File: config.mk
export PLATFORM = sky130hd
export DESIGN_NAME = drv_ad747x
export DESIGN_NICKNAME = d
export VERILOG_FILES = /design/src/rtl/drv_ad747x.sv
export SDC_FILE = /design/constraint.sdc
export NUM_CORES = 1
export LEC_CHECK = 0
export BUFFER_PORTS_ARGS = -buffer_cell sky130_fd_sc_hd__buf_2
export CAP_MARGIN = 20
export CORE_MARGIN = 2
export CORE_UTILIZATION = 30
export CTS_BUF_LIST = sky130_fd_sc_hd__clkbuf_4 sky130_fd_sc_hd__clkbuf_8 sky130_fd_sc_hd__clkbuf_16
export CTS_CLUSTER_DIAMETER = 80
export DETAILED_ROUTE_END_ITERATION = 10
export PLACE_DENSITY_LB_ADDON = 0.15
export SYNTH_ARGS = -nofsm -noshare
export SYNTH_HDL_FRONTEND = slang
export SYNTH_SLANG_ARGS = --single-unit
File: constraint.sdc
create_clock -name clk -period 2.01 [get_ports clk]
set_input_delay 0.1005 -clock clk [delete_from_list [all_inputs] [get_ports clk]]
set_output_delay 0.1005 -clock clk [all_outputs]
set_load 0.02 [all_outputs]
File: src/rtl/drv_ad747x.sv
// -----------------------------------------------------------------------------
// drv_ad747x
// Capture-side driver for the AD7476/AD7477/AD7478 serial ADC. A trig starts
// one adcCs/adcSclk frame; the 16 serial bits are shifted in MSB first and
// the conversion result is presented on an Avalon-ST source.
//
// Ports
//   clk, reset    single clock, synchronous active-high reset
//   trig          conversion request (accepted only when idle)
//   busy          high from the cycle after an accepted trig to end of quiet
//   trigMiss      one-cycle pulse (cycle after) for a trig seen while busy
//   asoValid      Avalon-ST valid
//   asoData       sample, straight binary or MSB-inverted (SIGN="SIGNED")
//   asoRdy        Avalon-ST ready
//   overrun       sticky: an unread sample was overwritten
//   clrOvr        clears overrun (a simultaneous set wins)
//   adcCs         ADC chip select, active low
//   adcSclk       ADC serial clock, idles high, registered
//   adcSdata      ADC serial data, changes on falling adcSclk
//   fsm_state     current FSM state (IDLE=0, FRAME=1, QUIET=2)
// -----------------------------------------------------------------------------
module drv_ad747x #(
   parameter string SIGN           = "UNSIGNED",
   parameter int    DATA_WIDTH     = 12,
   parameter int    SCLK_DIVIDER   = 2,
   parameter int    QUIET_DURATION = 2
) (
   input  logic                  clk,
   input  logic                  reset,
   input  logic                  trig,
   output logic                  busy,
   output logic                  trigMiss,
   output logic                  asoValid,
   output logic [DATA_WIDTH-1:0] asoData,
   input  logic                  asoRdy,
   output logic                  overrun,
   input  logic                  clrOvr,
   output logic                  adcCs,
   output logic                  adcSclk,
   input  logic                  adcSdata,
   output logic [1:0]            fsm_state
);

   // Handshake: a sample moves whenever asoValid && asoRdy in the same cycle;
   // asoData is held while asoValid=1 and asoRdy=0; a new sample arriving
   // without a transfer overwrites asoData and sets overrun.

   localparam logic [1:0] S_IDLE  = 2'd0;
   localparam logic [1:0] S_FRAME = 2'd1;
   localparam logic [1:0] S_QUIET = 2'd2;

   localparam int HC_W = (SCLK_DIVIDER > 1) ? $clog2(SCLK_DIVIDER) : 1;
   localparam logic [HC_W-1:0] HC_LAST = HC_W'(SCLK_DIVIDER - 1);

   localparam int QUIET_CLKS = QUIET_DURATION * 2 * SCLK_DIVIDER;
   localparam int QC_W = $clog2(QUIET_CLKS);
   localparam logic [QC_W-1:0] QC_LAST = QC_W'(QUIET_CLKS - 1);

   localparam bit IS_SIGNED = (SIGN == "SIGNED");
   localparam logic [DATA_WIDTH-1:0] SIGN_MASK =
      IS_SIGNED ? {1'b1, {(DATA_WIDTH-1){1'b0}}} : {DATA_WIDTH{1'b0}};

   logic [1:0]            state;
   logic [HC_W-1:0]       hc;
   logic [5:0]            ph;
   logic [QC_W-1:0]       qc;
   logic [15:0]           shreg;
   logic                  phase_end;
   logic [5:0]            ph_next;
   logic [DATA_WIDTH-1:0] sample;
   logic                  unused_bits;

   assign phase_end = (hc == HC_LAST);
   assign ph_next   = ph + 6'd1;

   // shreg[15:12] hold the four leading zeros; the sample starts at b4.
   assign sample      = shreg[11 -: DATA_WIDTH] ^ SIGN_MASK;
   assign unused_bits = ^shreg;

   assign busy      = (state != S_IDLE);
   assign fsm_state = state;

   always_ff @(posedge clk) begin
      if (reset) begin
         state    <= S_IDLE;
         hc       <= '0;
         ph       <= '0;
         qc       <= '0;
         shreg    <= '0;
         adcCs    <= 1'b1;
         adcSclk  <= 1'b1;
         asoValid <= 1'b0;
         asoData  <= '0;
         trigMiss <= 1'b0;
         overrun  <= 1'b0;
      end else begin
         trigMiss <= trig && (state != S_IDLE);

         // Defaults for the output side; a sample load below overrides them.
         if (asoValid && asoRdy) asoValid <= 1'b0;
         if (clrOvr)             overrun  <= 1'b0;

         case (state)
            S_IDLE: begin
               if (trig) begin
                  state <= S_FRAME;
                  adcCs <= 1'b0;
                  hc    <= '0;
                  ph    <= '0;
                  shreg <= '0;
               end
            end

            S_FRAME: begin
               if (phase_end) begin
                  hc <= '0;
                  // Sample at the end of setup and each high phase up to ph=30,
                  // just before the next falling edge moves the data.
                  if (!ph[0] && (ph <= 6'd30))
                     shreg <= {shreg[14:0], adcSdata};
                  if (ph == 6'd32) begin
                     state    <= S_QUIET;
                     qc       <= '0;
                     adcCs    <= 1'b1;
                     adcSclk  <= 1'b1;
                     asoData  <= sample;
                     asoValid <= 1'b1;
                     if (asoValid && !asoRdy) overrun <= 1'b1;
                  end else begin
                     ph      <= ph_next;
                     // Odd phases drive the clock low, even phases high.
                     adcSclk <= ~ph_next[0];
                  end
               end else begin
                  hc <= hc + HC_W'(1);
               end
            end

            S_QUIET: begin
               if (qc == QC_LAST) state <= S_IDLE;
               else               qc    <= qc + QC_W'(1);
            end

            default: state <= S_IDLE;
         endcase
      end
   end

endmodule
**Yosys cells after proc, flatten, opt, wreduce, memory -nomap -nowiden**

Cells that the tools add are included.

- $add $sub $neg: 3
- Order comparisons: 1
- Equal/unequal tests: 11
- Muxes and demuxes: 33
- Bitwise gates (word level): 1
- Reduce and logical (&&, ||, !) cells: 18

Operator list:

| cell | number |
|---|---|
| $mux W12 | 3 |
| $pmux W12 S2 | 1 |
| $reduce_and A4 Y1 | 5 |
| $mux W6 | 3 |
| $mux W1 | 14 |
| $ne A2 B2 Y1 const B | 7 |
| $pmux W6 S2 | 1 |
| $mux W3 | 3 |
| $mux W2 | 4 |
| $add A6 B1 Y6 const B | 1 |
| $eq A6 B6 Y1 const B | 1 |
| $le A6 B5 Y1 const B | 1 |
| $pmux W2 S3 | 1 |
| $pmux W3 S2 | 1 |
| $reduce_bool A2 Y1 | 3 |
| $logic_and A1 B1 Y1 | 4 |
| $pmux W1 S2 | 2 |
| $reduce_and A2 Y1 | 2 |
| $add A3 B1 Y3 const B | 1 |
| $eq A3 B3 Y1 const B | 1 |
| $reduce_and A3 Y1 | 1 |
| $eq A2 B1 Y1 const B | 1 |
| $eq A2 B2 Y1 const B | 1 |
| $logic_not A1 Y1 | 2 |
| other kinds (3) | 3 |

- Bits in registers: 41
- Input port bits: 6
- Output and inout port bits: 20
- Word-level logic and storage cells: 78

**Depth between registers and ports, before layout**

Gate-level depths: netlist of the first run.

- Word-level depth: 6
- Gate-level depth with buffers: 7
- Gate-level depth less buffers: 6

**Least setup slack after synthesis of the first run**

OpenSTA, ideal clock, no wires.

- Path type: flip-flop to flip-flop
- Start: register ph[0]
- End: register ph[4]
- Library setup time: 70 ps
- Data arrival time: 1712 ps
- Data required time: 1940 ps
- Setup slack: 228 ps
- Cell stages (with the launch flop): 7
- Buffers on the path: 0
- Clock period less this slack: 1782 ps
- Cell sequence: dfxtp_1 > inv_1 > ha_1 > and2_1 > a311o_2 > or4_1 > a21oi_1

- Longest elaborated chain between the ends: 4
- Elaborated cells between the ends (all ways): 7
- Those cells by class: 1 x add/sub; 2 x eq/ne; 3 x mux; 1 x reduce/logical

RTL lines:

| item | RTL line | RTL |
|---|---|---|
| from (decl) | 65 | `logic [5:0] ph;` |
| from (signal assigned) | 130 | `ph <= ph_next;` |
| $add A6 B1 Y6 | 74 | `assign ph_next = ph + 6'd1;` |
| $mux W6 | 121 | `if (ph == 6'd32) begin` |
| $mux W6 | 115 | `if (phase_end) begin` |
| $pmux W6 S2 | 103 | `case (state)` |

Parallel ways exist; a longest one is shown, timed or not. The select of a mux whose other input is x is not followed.
A chain may end at the register's enable or synchronous reset.

**Final worst setup path of the first run**

- Start: register ph[1]
- End: register ph[4]

The elaborated chain is that of the path after synthesis.

==> results of run 1 <==
-- cells in the mapped netlist (2+ instances only) --
cell,instances,area share [%]
sky130_fd_sc_hd__ha_1,5,3.9
sky130_fd_sc_hd__o211ai_1,2,0.93
sky130_fd_sc_hd__nand3_1,5,1.6
sky130_fd_sc_hd__dfxtp_1,41,51
sky130_fd_sc_hd__clkbuf_1,7,1.6
sky130_fd_sc_hd__or3_1,4,1.6
sky130_fd_sc_hd__a21oi_1,25,7.8
sky130_fd_sc_hd__inv_1,6,1.4
sky130_fd_sc_hd__a22o_1,12,6.5
sky130_fd_sc_hd__nand2_1,34,7.9
sky130_fd_sc_hd__o21ai_0,5,1.6
sky130_fd_sc_hd__nand2b_1,5,1.9
sky130_fd_sc_hd__nor2_1,5,1.2
sky130_fd_sc_hd__nor3b_1,3,1.4
-- power breakdown --
part / internal, W / total [W] / switching [W]
Combinational: 0.0000231 / 0.0000684 / 0.0000453
Clock: 0.000386 / 0.000674 / 0.000287
Sequential: 0.000819 / 0.000827 / 0.00000785
Total: 0.00123 / 0.00157 / 0.000340
-- per-stage QoR --
stage | util [%] | cells | hold slack (ns)
2_1_floorplan | - | 178 | 0.233
3_3_place_gp | 35.2 | 268 | 0.331
3_5_place_dp | 35.2 | 268 | 0.337
4_1_cts | 37.5 | 276 | 0.0192
5_1_grt | 37.6 | 276 | 0.0366
6_report | 37.6 | 276 | 0.0271
-- per-layer routing --
layer / track usage (%) / vias to the layer above
li1: - / 677
met1: 13.9 / 629
met2: 20.0 / 26
met3: 3.18 / 8
met4: 6.43 / 0
met5: 0 / -
-- how the worst max path moves through the flow --
stage / slack, ns / cells after the start / end
finish: 0.13 / 6 / ph[4]$_SDFFE_PP0P_
global route: 0.01 / 6 / ph[4]$_SDFFE_PP0P_
CTS: 0.07 / 6 / ph[4]$_SDFFE_PP0P_
detailed placement: 0.08 / 6 / ph[4]$_SDFFE_PP0P_
global placement: 0.15 / 6 / ph[4]$_SDFFE_PP0P_
floorplan: 0.23 / 6 / ph[4]$_SDFFE_PP0P_
-- sequential cells by signal, indices dropped and copies added, names as in the netlist --
register	count
asoData	12
shreg	12
ph	6
qc	3
fsm_state	2
adcCs	1
adcSclk	1
asoValid	1
hc	1
overrun	1
trigMiss	1
-- cell usage in the layout (no fill, tap or decap), types with 2 or more instances in the layout --
cell type                  synthesis  layout
sky130_fd_sc_hd__nand3_1           5       5
sky130_fd_sc_hd__buf_2             0      25
sky130_fd_sc_hd__inv_1             6       6
sky130_fd_sc_hd__or3_1             4       4
sky130_fd_sc_hd__clkbuf_8          0       5
sky130_fd_sc_hd__buf_4             1       4
sky130_fd_sc_hd__nor2_1            5       5
sky130_fd_sc_hd__nand2_1          34      34
sky130_fd_sc_hd__nor3b_1           3       3
sky130_fd_sc_hd__nand2b_1          5       5
sky130_fd_sc_hd__ha_1              5       5
sky130_fd_sc_hd__a22o_1           12      12
sky130_fd_sc_hd__o211ai_1          2       2
sky130_fd_sc_hd__a21oi_1          25      25
sky130_fd_sc_hd__o21ai_0           5       5
sky130_fd_sc_hd__dfxtp_1          41      40
-- cells by family after synthesis --
kind of cell,share of synthesized area (%)
adder cells (fa/ha/maj),3.88
multiplexers,0.621
flip-flops,50.9
buffers and inverters,4.19
AO/OA/AOI/OAI,19.9
AND/OR/NAND/NOR,20.5
-- critical path, delay by kind of cell, from the launching register on --
family | cells | cell delay (ns)
adder cells (fa/ha/maj) | 1 | 0.19
flip-flops | 1 | 0.42
buffers and inverters | 1 | 0.07
AND/OR/NAND/NOR | 2 | 0.60
AO/OA/AOI/OAI | 2 | 0.55
-- cell type report --
cell class,count,area share (%)
Tap cell,70,4.53
Multi-Input combinational cell,122,37.8
Clock inverter,2,2.01
Inverter,6,1.17
Timing Repair Buffer,29,8.03
Clock buffer,6,3.95
Sequential cell,41,42.5
==> flow_summary.toml, run 1 <==
[grt]
grt_first_pass_wirelength_microns = 5630
grt_pass1_vias = 1264
grt_overflow_total = 0
antenna_found_initial = 0
maximum_number_of_pins_on_one_net_before_global_route_repair = 30
grt_use_total_pct = 12.0

[die]
dieArea_sq_um = 5980
coreArea_sq_um = 5140
die_height_microns = 77.3
floorplan.initialDensity_pct = 31.4
placementRows = 26
die_w_microns = 77.3
boundaryPins = 26

[hold_path]
timing.hold.worst_endpoint = "shreg[0]$_SDFFE_PP0P_"
min_delay_path_class = "input port to flip-flop"
hold_start = "adcSdata"
min_delay_path_depth = 2

[placement]
place_ws_ns = 0.0775
dp.final_hpwl_microns = 2400
finalWeightedCongestion = 0.747
port-buffer-count = 25
area_after_detailed_placement_sq_um = 1810

[final_layout]
register_area_sq_um = 822
nets = 216
num-fill-cells = 559
flow.area_growth_from_synthesis_pct = 19.9
design_area_sq_um = 1930
multi_input_comb_area_sq_um = 731
drive_gt1_share_pct = 20.9
insertedDiodeCount = 0

[timing]
max_clock_freq_mhz = 531
grt_setup_unrepaired = "no"
setup_total_negative_slack_ns = 0
layout_setup_ws_ns = 0.127
max_slew_vio_count = 0
skew_final_ns = 0.00816
slew-limit-headroom_pct = 63.8
final_hold_viol_count = 0
number_of_setup_violations_in_the_final_report = 0
final.min_clock_period_ns = 1.88
post-route-period-util_pct = 93.7
worst_slew_pin_slew_ns = 0.542

[route]
top_signal_layer_used = "met4"
met3WireLength_microns = 147
detailroute.wirelength.met2_microns = 1590
number_of_iterations_in_the_first_detailed_routing_pass = 4
via_to_cell_ratio = 4.86
wire_per_inst_microns = 12.1
met1Wirelength_microns = 1540
num_vias = 1340
drt_wl_total_microns = 3350
first_iter_violations = 69
drc_errors = 0
number_of_antenna_violating_nets_in_the_routed_design = 0

[critical_path]
critical-path-max-stage-delay_ns = 0.42
ff2ff_setup_slack_ns = 0.13
reg2reg_from = "ph[1]$_SDFFE_PP0P_"
rr_worst_depth = 6
worstPathArrival_ns = 2.11
crit_path_max_fanout = 10
critical_path_required_ns = 2.24
start_kind = "flip-flop"
worst_setup_path_end_kind = "flip-flop"
cp_slowest_cell = "sky130_fd_sc_hd__dfxtp_1"
reg2reg_to = "ph[4]$_SDFFE_PP0P_"
crit_path_cell_trace = "inv_1 > ha_1 > and2_1 > a311o_2 > or4_1 > a21oi_1"
worstSetupPathType = "flip-flop to flip-flop"
timing.critical_path.from = "ph[1]$_SDFFE_PP0P_"

[clock_tree]
clockRootBuffer = "sky130_fd_sc_hd__clkbuf_8"
cts.reportedPaths.clkPinSlew_ns = 0.08
cts_num_sinks = 41
ctsResizeCount = 0
clk_path_buf_depth = 2
hold_fix_buffer_count_after_cts = 0
h_tree_levels = 2
cts_tree = "built"
cts_setup_buffers = 0
clk-insertion-delay-late_ns = 0.29
tritoncts.num_buffers = 5

[synth]
yosysUniqueCellTypes = 33
synth_enable_flop_cells = 0
ys_seq_area_share_pct = 50.9
post_synth_inst_count = 178
ys.flop_type = "sky130_fd_sc_hd__dfxtp_1"
synth.net_count = 189
synthesis.area_sq_um = 1610
postSynthAreaPerCell_sq_um = 9.06
synth_seq_cells = 41
syn_warnings = 0
synth_async_sr_flop_share_pct = 0

[power_and_ir_drop]
power.ir.vdd_worst_mv = 0.322
total_power_w = 0.00157
static-leakage-power_nw = 0.764
powerDensity_nw_per_um2 = 811

[flow_run]
drv_cap = 0

[status]
status = "completed"
(Power assumes the default switching activity.)
==> run 2: changes to the inputs <==
clock period = 1.8 ns   (was 2.01 ns; I/O delays follow)
==> run 2 against run 1 <==
Compared with the run above:
- global-route usage is 0.37 points higher
- sequential cell count stayed put
- critical path depth stayed put
- critical path type unchanged
- largest cell class unchanged
- highest routed layer unchanged
==> flow_summary.toml, run 2 (same netlist as run 1, synthesis figures left out) <==
[grt]
grt_use_total_pct = 12.3
maximum_number_of_pins_on_one_net_before_global_route_repair = 16
grt_first_pass_wirelength_microns = 5860
antenna_found_initial = 0
grt_overflow_total = 0
grt_pass1_vias = 1321

[timing]
setup_total_negative_slack_ns = 0
max_slew_vio_count = 0
grt_setup_unrepaired = "no"
worst_slew_pin_slew_ns = 0.882
slew-limit-headroom_pct = 41.2
skew_final_ns = 0.00355
max_clock_freq_mhz = 575
layout_setup_ws_ns = 0.0612
number_of_setup_violations_in_the_final_report = 0
final_hold_viol_count = 0
final.min_clock_period_ns = 1.74
post-route-period-util_pct = 96.6

[critical_path]
ff2ff_setup_slack_ns = 0.06
rr_worst_depth = 6
worstSetupPathType = "flip-flop to flip-flop"
cp_num_cells = 6
timing.critical_path.from = "ph[0]$_SDFFE_PP0P_"
worst_setup_path_end_kind = "flip-flop"
start_kind = "flip-flop"
critPathBufInv = 1
crit_path_max_fanout = 6
critical-path-max-stage-delay_ns = 0.40
crit_path_cell_trace = "inv_1 > ha_1 > and2_4 > a311o_2 > or4_1 > a21oi_1"
critPathTopFamily = "simple AND/OR/NAND/NOR gates"
reg2reg_from = "ph[0]$_SDFFE_PP0P_"
worstPathArrival_ns = 1.97
reg2reg_to = "ph[4]$_SDFFE_PP0P_"
critical_path_required_ns = 2.03
cp_slowest_cell = "sky130_fd_sc_hd__or4_1"
cp-endpoint = "ph[4]$_SDFFE_PP0P_"

[die]
floorplan.initialDensity_pct = 31.4
placementRows = 26
die_w_microns = 77.3
boundaryPins = 26
die_height_microns = 77.3
dieArea_sq_um = 5980
coreArea_sq_um = 5140

[placement]
finalWeightedCongestion = 0.748
port-buffer-count = 25
place_ws_ns = -0.00574
area_after_detailed_placement_sq_um = 1850
dp.final_hpwl_microns = 2510

[final_layout]
num-fill-cells = 553
final_common_cell = "sky130_fd_sc_hd__dfxtp_1"
register_area_sq_um = 822
multi_input_comb_area_sq_um = 727
commonest_cells_after_routing_fill_and_taps_aside = "sky130_fd_sc_hd__dfxtp_1 (40), sky130_fd_sc_hd__nand2_1 (34), sky130_fd_sc_hd__a21oi_1 (25), sky130_fd_sc_hd__buf_2 (25)"
design_area_sq_um = 1960
insertedDiodeCount = 0
nets = 224
flow.area_growth_from_synthesis_pct = 21.6
largestRegisters = "asoData x12, shreg x12, ph x6"
drive_gt1_share_pct = 23.8

[clock_tree]
h_tree_levels = 2
cts_tree = "built"
tritoncts.num_buffers = 5
cts.reportedPaths.clkPinSlew_ns = 0.08
hold_fix_buffer_count_after_cts = 0
clk_path_buf_depth = 2
cts_num_sinks = 41
clockRootBuffer = "sky130_fd_sc_hd__clkbuf_8"
clk-insertion-delay-late_ns = 0.29

[power_and_ir_drop]
powerDensity_nw_per_um2 = 815
static-leakage-power_nw = 0.788
power.ir.vdd_worst_mv = 0.332

[route]
first_iter_violations = 28
number_of_antenna_violating_nets_in_the_routed_design = 0
via_to_cell_ratio = 4.93
drc_errors = 0
wire_per_inst_microns = 12.5
num_vias = 1399
number_of_iterations_in_the_first_detailed_routing_pass = 6
drt_wl_total_microns = 3550

[flow_run]
drv_cap = 0

[status]
status = "completed"

[hold_path]
min_delay_path_class = "input port to flip-flop"
run 2: changes by cell type in the layout (fill, tap and decap cells not counted), sizes merged:
| cell | before | now |
|---|---|---|
| buf | 29 | 37 |
| bufinv | 1 | 0 |
| clkbuf | 6 | 5 |
| clkinv | 1 | 2 |
| clkinvlp | 0 | 1 |
run 2: routing by layer:
metal	vias to the layer above	wire (microns)	global-route usage, %
li1	690	-	-
met1	664	1610	13.7
met2	36	1720	21.4
met3	9	165	4.00
met4	0	63	5.36
met5	-	0	0
run 2: worst min-delay path by stage:
| stage | start | endpoint | slack (ns) | cells after the start |
|---|---|---|---|---|
| 2_1_floorplan | adcSdata | shreg[0]$_SDFFE_PP0P_ | 0.22 | 1 |
| 3_3_place_gp | adcSdata | shreg[0]$_SDFFE_PP0P_ | 0.32 | 2 |
| 3_5_place_dp | adcSdata | shreg[0]$_SDFFE_PP0P_ | 0.33 | 2 |
| 4_1_cts | adcSdata | shreg[0]$_SDFFE_PP0P_ | 0.01 | 2 |
| 5_1_grt | adcSdata | shreg[0]$_SDFFE_PP0P_ | 0.004 | 2 |
| 6_report | adcSdata | shreg[0]$_SDFFE_PP0P_ | 0.02 | 2 |
run 2: stage by stage:
| step | total power (W) | hold WS, ns | cells | utilization (%) |
|---|---|---|---|---|
| 4_1_cts | 0.00162 | 0.0118 | 284 | 38.1 |
| 3_3_place_gp | 0.00102 | 0.317 | 273 | 36.0 |
| 3_5_place_dp | 0.00103 | 0.330 | 273 | 36.0 |
| 2_1_floorplan | 0.000999 | 0.223 | 178 | - |
| 6_report | 0.00160 | 0.0194 | 284 | 38.1 |
| 5_1_grt | 0.00167 | 0.00423 | 284 | 38.1 |
run 2: layout make-up:
class,count,share of cell area (%)
clock buffer,5,3.51
clock inverter,3,0.893
inverter,6,1.15
multi-input combinational,122,37.1
sequential,41,41.9
tap,70,4.47
timing repair buffer,37,11.0
run 2: what timing repair did:
action                     CTS  global route
setup endpoints to repair    1             4
resized for setup            2             0
setup buffers                3             0
pin swaps                    1             1
run 2: report_power, final:
group          switching, W  total (W)  internal [W]  leakage, nW
sequential       0.00000514   0.000919      0.000914        0.332
clock              0.000319   0.000586      0.000267       0.0439
combinational     0.0000578  0.0000931     0.0000352        0.413
total              0.000382    0.00160       0.00122        0.788
==> run 3: changes to the inputs <==
RECOVER_POWER = 25   (was unset)
==> run 3 against run 2 <==
Compared with the run above:
- die area unchanged
- combinational power down 1%
- routed wire length up 0.25%
- sequential share of layout area up 0.38 points
- power down 0.10%
==> flow_summary.toml, run 3 (same netlist as run 1, synthesis figures left out) <==
[status]
status = "completed"

[critical_path]
ff2ff_setup_slack_ns = 0.06
critical-path-max-stage-delay_ns = 0.40
worstPathArrival_ns = 1.97
critical_path_required_ns = 2.03
critPathBufInv = 1
start_kind = "flip-flop"
crit_path_max_fanout = 6
worst_setup_path_end_kind = "flip-flop"
critPathTopFamily = "simple AND/OR/NAND/NOR gates"
worstSetupPathType = "flip-flop to flip-flop"
cp_slowest_cell = "sky130_fd_sc_hd__or4_1"
crit_path_cell_trace = "inv_1 > ha_1 > and2_4 > a311o_2 > or4_1 > a21oi_1"

[timing]
slew-limit-headroom_pct = 41.2
number_of_setup_violations_in_the_final_report = 0
grt_setup_unrepaired = "no"
max_slew_vio_count = 0
final_hold_viol_count = 0
final.min_clock_period_ns = 1.74
max_clock_freq_mhz = 575
worst_slew_pin_slew_ns = 0.882
skew_final_ns = 0.00355
post-route-period-util_pct = 96.6

[power_and_ir_drop]
total_power_w = 0.00160
power.ir.vdd_worst_mv = 0.331
static-leakage-power_nw = 0.732
powerDensity_nw_per_um2 = 822

[clock_tree]
h_tree_levels = 2
cts_num_sinks = 41
tritoncts.num_buffers = 5
cts.reportedPaths.clkPinSlew_ns = 0.08
clockRootBuffer = "sky130_fd_sc_hd__clkbuf_8"
clk-insertion-delay-late_ns = 0.29
cts_tree = "built"
clk_path_buf_depth = 2
hold_fix_buffer_count_after_cts = 0

[final_layout]
final_common_cell = "sky130_fd_sc_hd__dfxtp_1"
drive_gt1_share_pct = 17.3
nets = 224
insertedDiodeCount = 0
largestRegisters = "asoData x12, shreg x12, ph x6"
multi_input_comb_area_sq_um = 727
post-route-util_pct = 37.8
flow.area_growth_from_synthesis_pct = 20.5
design_area_sq_um = 1940
register_area_sq_um = 822
commonest_cells_after_routing_fill_and_taps_aside = "sky130_fd_sc_hd__dfxtp_1 (40), sky130_fd_sc_hd__nand2_1 (34), sky130_fd_sc_hd__a21oi_1 (25), sky130_fd_sc_hd__clkbuf_1 (14)"
num-fill-cells = 558

[route]
first_iter_violations = 28
drt_wl_total_microns = 3560
drc_errors = 0
num_vias = 1397
via_to_cell_ratio = 4.92
number_of_iterations_in_the_first_detailed_routing_pass = 6
number_of_antenna_violating_nets_in_the_routed_design = 0
wire_per_inst_microns = 12.5

[grt]
grtUsageMet1_pct = 13.7
gr-usage-met3_pct = 4.00
grt_pass1_vias = 1321
grt_use_total_pct = 12.3
antenna_found_initial = 0
grt_first_pass_wirelength_microns = 5860
maximum_number_of_pins_on_one_net_before_global_route_repair = 16
globalRouteMet2Util_pct = 21.4
grt_overflow_total = 0
grt_peak_use_layer = "met2"

[die]
coreArea_sq_um = 5140
die_w_microns = 77.3
placementRows = 26
boundaryPins = 26
die_height_microns = 77.3
dieArea_sq_um = 5980
floorplan.initialDensity_pct = 31.4

[placement]
port-buffer-count = 25
area_after_detailed_placement_sq_um = 1850
finalWeightedCongestion = 0.748
dp.final_hpwl_microns = 2510

[flow_run]
drv_cap = 0

[hold_path]
min_delay_path_class = "input port to flip-flop"
-- run 3: layer usage --
metal,part of all wire (%),wire length (microns)
met3,4.5,162
met5,0,0
met2,48,1710
met4,1.8,63
met1,46,1620
-- run 3: what timing repair did --
item | CTS | global route
buffers inserted | 3 | 0
pin swaps | 1 | 1
resized for setup | 2 | 0
endpoints found under the setup margin | 1 | 4
-- run 3: final cells by class --
type | count | share of cell area (%)
well taps | 70 | 4.51
flip-flops and latches | 41 | 42.3
multi-input cells | 122 | 37.4
clock buffers | 5 | 3.54
inverters | 6 | 1.16
repair buffers | 37 | 10.2
clock inverters | 3 | 0.901
-- run 3: worst paths after layout --
check | endpoint | from | depth (start not counted)
hold reg to reg | asoData[9]$_SDFFE_PP0P_ | asoData[9]$_SDFFE_PP0P_ | 2
hold / removal | shreg[0]$_SDFFE_PP0P_ | adcSdata | 2
setup / recovery | ph[4]$_SDFFE_PP0P_ | ph[0]$_SDFFE_PP0P_ | 6
setup reg to reg | ph[4]$_SDFFE_PP0P_ | ph[0]$_SDFFE_PP0P_ | 6
-- run 3: through the flow --
step           setup TNS (ns)  hold slack [ns]  std cells  worst slack [ns]
4_1_cts                     0           0.0118        284           0.00887
5_1_grt                     0          0.00423        284           0.00630
2_1_floorplan               0            0.223        178            0.0178
6_report                    0           0.0196        284            0.0612
3_3_place_gp                0            0.317        273            0.0868
3_5_place_dp         -0.00574            0.330        273          -0.00574
-- run 3: power breakdown --
part           switching [W]  internal [W]
clock network       0.000318      0.000267
registers         0.00000533      0.000914
logic              0.0000579     0.0000342
